File: config.mk
export PLATFORM = sky130hd
export DESIGN_NAME = pipe_skid_latch
export DESIGN_NICKNAME = d
export VERILOG_FILES = /design/src/rtl/pipe_skid_latch.sv
export SDC_FILE = /design/constraint.sdc
export NUM_CORES = 1
export LEC_CHECK = 0
export ABC_CLOCK_PERIOD_IN_PS = 7200
export BUFFER_PORTS_ARGS = -buffer_cell sky130_fd_sc_hd__buf_2
export CORE_ASPECT_RATIO = 1.4
export CORE_UTILIZATION = 30
export DETAILED_ROUTE_END_ITERATION = 8
export SETUP_SLACK_MARGIN = 0.3
export SLEW_MARGIN = 20
export SYNTH_ARGS = -nofsm -noshare
export SYNTH_HDL_FRONTEND = slang
export SYNTH_SLANG_ARGS = --single-unit
File: constraint.sdc
create_clock -name clk -period 7.2 [get_ports clk]
set_clock_uncertainty 0.1 [all_clocks]
set_input_delay 1.08 -clock clk [delete_from_list [all_inputs] [get_ports clk]]
set_output_delay 1.08 -clock clk [all_outputs]
set_load 0.01 [all_outputs]
File: src/rtl/pipe_skid_latch.sv
// pipe_skid_latch: two-entry valid/ready pipeline stage (main register plus
// one skid register) that decouples in_ready from out_ready so that the
// upstream ready path is fully registered, while still sustaining one beat
// per cycle when the downstream side is not stalling.
module pipe_skid_latch #(
    parameter int WIDTH          = 102,
    parameter bit CLEAR_ON_FLUSH = 1'b1
) (
    input  logic             clk,
    input  logic             reset,
    input  logic             flush,
    input  logic             in_valid,
    input  logic [WIDTH-1:0] in_data,
    output logic             in_ready,
    output logic             out_valid,
    output logic [WIDTH-1:0] out_data,
    input  logic             out_ready,
    output logic [1:0]       count
);

    localparam logic [1:0] S_EMPTY = 2'd0;
    localparam logic [1:0] S_ONE   = 2'd1;
    localparam logic [1:0] S_TWO   = 2'd2;

    logic [1:0]       state_q;
    logic [1:0]       state_d;
    logic [WIDTH-1:0] main_q;
    logic [WIDTH-1:0] main_d;
    logic [WIDTH-1:0] skid_q;
    logic [WIDTH-1:0] skid_d;
    logic             in_ready_q;
    logic [1:0]       count_q;
    logic             accept;
    logic             emit;

    assign in_ready  = in_ready_q;
    assign out_valid = (state_q != S_EMPTY);
    assign out_data  = main_q;
    assign count     = count_q;

    assign accept = in_valid & in_ready_q;
    assign emit   = out_valid & out_ready;

    // Next-state and datapath selection; flush overrides every other transition.
    always_comb begin
        state_d = state_q;
        main_d  = main_q;
        skid_d  = skid_q;
        case (state_q)
            S_EMPTY: begin
                if (accept) begin
                    main_d  = in_data;
                    state_d = S_ONE;
                end
            end
            S_ONE: begin
                if (accept && emit) begin
                    main_d = in_data;
                end else if (accept) begin
                    skid_d  = in_data;
                    state_d = S_TWO;
                end else if (emit) begin
                    state_d = S_EMPTY;
                end
            end
            S_TWO: begin
                if (emit) begin
                    main_d  = skid_q;
                    state_d = S_ONE;
                end
            end
            default: begin
                state_d = S_EMPTY;
            end
        endcase
        if (flush) begin
            state_d = S_EMPTY;
            if (CLEAR_ON_FLUSH) begin
                main_d = '0;
                skid_d = '0;
            end
        end
    end

    // State, payload and the registered in_ready/count views of the next state.
    always_ff @(posedge clk or posedge reset) begin
        if (reset) begin
            state_q    <= S_EMPTY;
            main_q     <= '0;
            skid_q     <= '0;
            in_ready_q <= 1'b0;
            count_q    <= 2'd0;
        end else begin
            state_q    <= state_d;
            main_q     <= main_d;
            skid_q     <= skid_d;
            in_ready_q <= (state_d != S_TWO);
            count_q    <= (state_d == S_TWO) ? 2'd2 :
                          (state_d == S_ONE) ? 2'd1 : 2'd0;
        end
    end

endmodule

==> results.txt <==
----------------------------------------------------
[Critical path]
  Data arrival time of the critical path ... 3.48 ns
  Worst setup path startpoint ... flush
  Cell occurring most often along the worst timing path ... buf_4
  Category of the worst setup path capture point ... flop
  Reg-to-reg endpoint ... out_data[59]$_DFFE_PP0P_
  Worst Path Required ... ~7.5 ns
  Largest stage delay on the critical path ... around 0.59 ns
  Worst setup SP type ... input port
  Critical-path cell with the highest stage delay ... buf_4
  Register-to-register path setup slack ... 4.59 ns
  Critical path type ... in2reg
  Number of cells on the worst reg-to-reg path ... 5
  Startpoint of the most critical register-to-register path ... state_q[1]$_DFF_PP0_
  Maximum fanout along the worst path ... 68
  Worst path top cell family by delay ... buffers and inverters
  Worst-path cell chain ... buf_4, buf_4, a311oi_4, buf_4, buf_4, nand2_1, o31ai_1
  Critical path buffer and inverter count ... 4

[Routing]
  Avg Vias per Cell ... 4.99
  Post-Route WL ... ~23 mm
  Post-DR wirelength/cell ... 17.8 um
  Number of nets with antenna violations after routing ... 0
  First-pass iteration count of the detailed router ... 4
  Vias ... 6377
  Detailed router's first-iteration violation count ... about 370
  Remaining design rule violation count ... 0

[Floorplanning]
  Die height ... just over 200 um
  Initial Utilization ... 30.6%
  Number of standard-cell rows in the floorplan ... 73
  Number of top-level design ports ... 213
  Core footprint ... 28500 um2
  Area of the die ... 29700 um2
  Die width ... 146 um

[CTS]
  Deepest clock path buffer count ... 3
  Clock slew seen by the registers of the worst setup and hold paths ... 0.06 ns
  Clock Latency Late Sink ... 0.50 ns
  Quantity of hold-fixing buffers added after cts ... 0
  # resized after CTS ... 0
  Cell at the root of the clock tree ... clkbuf_16
  CTS H-tree lvls ... 1
  Number of clock buffers inserted by TritonCTS ... 22
  CTS tree ... yes
  Number of buffers inserted by post-CTS setup repair ... 0
  TritonCTS Sinks ... between 200 and 250

[Cells and area]
  Post-layout util ... between 30% and 40%
  Net count, final ... 994
  Synth-to-Final Area Change ... 25.1%
  Layout cell share with drive strength beyond 1 ... 29.6%
  Filler instances ... between 2000 and 3000

[Placement]
  Worst slack after detailed placement ... approximately 3.5 ns
  Count of input and output buffers ... 212
  DP HPWL ... 13.6 mm
  Final Wtd Congestion ... 0.726

[Logic synthesis]
  Post-Synthesis Cell Area ... 8710 um2
  Fraction of synthesized cell area taken by the top area cell type ... 60.0%
  Dominant cell by count in the synthesized netlist ... dfrtp_1
  Area leader, netlist ... dfrtp_1
  Synthesized area per cell ... 12.3 um2
  EDFF count, synth ... 0
  Number of register bits inferred by synthesis ... 209
  Async set-reset flop share out of synthesis ... 100%
  Count of different cell masters after synthesis ... 21
  Net count after synthesis ... a little over 800
  Top FF cell, synth ... dfrtp_1
  Most instantiated cells after synthesis ... dfrtp_1 (209), mux2i_1 (103), nand2_1 (103)
  Largest cells by area after synthesis ... dfrtp_1 (60%), mux2i_1 (12%), a22o_1 (10%)
  Proportion of synthesized chip area in sequential cells ... 60.0%
  Yosys warning total ... 0
  Synthesized instance count ... 706

[Min path]
  Hold Path Origin ... out_data[2]$_DFFE_PP0P_
  Type of the most critical hold path ... reg2reg
  Worst hold path cell count ... 2
  Hold Path Sink ... out_data[2]$_DFFE_PP0P_

[Timing]
  Final setup violation count ... 0
  Summed negative setup slack over all endpoints ... 0 ns
  Final period demand of the worst path ... 3.19 ns
  Final-report hold violation count ... 0
  Unrepaired setup endpoints after global routing ... false
  Transition time at the pin with the least slew margin ... 1.01 ns
  Achievable Freq ... 0.314 GHz
  Number of max-slew violations in the final report ... 0
  Final setup margin ... approximately 4 ns
  Worst slew slack as a fraction of its limit ... 32.8%
  Final Cycle Share ... 44.3%
  WHS ... around 0.37 ns

[Power and ir drop]
  Lkg Pwr ... between 5 and 6 nW
  Maximum vdd ir drop ... 147 uV
  Post-layout total power ... about 2.8 mW
  Power density over the cells ... 258 nW/um2

[Global route]
  Routing usage on met1 ... between 20% and 30%
  Met2 Track Usage GR ... 25.1%
  Global-route usage over all layers ... 15.3%
  Overflow after GRT ... 0
  Initial antenna violation count ... 1
  Global-route wire length before repair ... approximately 36 mm
  Vias in the first global route ... 6523
  Met3 routing resource usage after global routing ... 3.31%
  Most crowded layer after global routing ... met2
  Maximum number of pins on one net before global-route repair ... 143

[Run status]
  Outcome ... completed

[Flow run]
  Number of maximum-capacitance violations ... 0

----------------------------------------------------
worst reg2reg max path: stages, from the launching register on:
cell and delay, ns:
dfrtp_1 0.40, inv_1 0.16, nor2_4 0.43, buf_4 0.82, mux2i_1 0.32, o31ai_1 0.29
final cells by class:
type	instances	area (um2)	share of cell area, %
Timing Repair Buffer	224	1190	10.9
Clock buffer	31	656	6.02
Clock inverter	9	124	1.14
Sequential cell	209	5230	48.0
Multi-Input combinational cell	426	3210	29.4
Tap cell	375	469	4.31
Inverter	4	22.5	0.207
Antenna cell	1	2.50	0.0230
sequential cells by signal, summed over array words and instances, names as in the netlist:
| signal | cells |
|---|---|
| out_data | 102 |
| skid_q | 102 |
| count | 2 |
| state_q | 2 |
| in_ready | 1 |
cells in the final DEF (no fill, tap or decap), types with 3 or more instances in the layout:
cell type,n
clkinv_2,5
a22o_1,102
mux2i_1,103
dfrtp_1,209
clkbuf_8,5
buf_2,211
bufinv_16,3
buf_4,11
inv_1,3
nand2_1,103
o31ai_1,102
clkbuf_1,3
clkbuf_16,23
nor2_1,3
stage by stage:
stage	instance area [um2]	instances
global route	10900	1278
finish	10900	1279
CTS	10900	1277
floorplan	8710	706
detailed placement	10100	1237
global placement	10100	1236
where the power goes:
group	total, mW	switching, mW	internal, mW	leakage [nW]
Combinational	0.312	0.192	0.120	1.91
Clock	1.22	0.475	0.743	0.389
Sequential	1.29	0.0417	1.24	2.80
cell families after synthesis:
family / count (synthesis) / synth area share, %
flip-flops: 209 / 60.0
AO/OA/AOI/OAI: 208 / 19.4
AND/OR/NAND/NOR: 115 / 5.16
multiplexers: 103 / 11.8
buffers and inverters: 71 / 3.53
metal layers:
layer	routed length (um)	share of wire, %	vias up
met2	10800	47	173
met4	418	1.8	0
li1	-	-	2983
met3	1340	5.9	28
met1	10300	45	3193
met5	0	0	-
worst max path at each step:
stage                     slack (ns)                  endpoint  cells past startpoint
after floorplan                 0.31        count[0]$_DFF_PP0_                      1
after global placement          3.47    skid_q[75]$_DFFE_PP0P_                      6
after detailed placement        3.47  out_data[65]$_DFFE_PP0P_                      6
after CTS                       3.99  out_data[59]$_DFFE_PP0P_                      7
after global routing            3.79  out_data[59]$_DFFE_PP0P_                      7
final                           4.01  out_data[59]$_DFFE_PP0P_                      7
No activity file was read; power rests on OpenSTA's default activity.
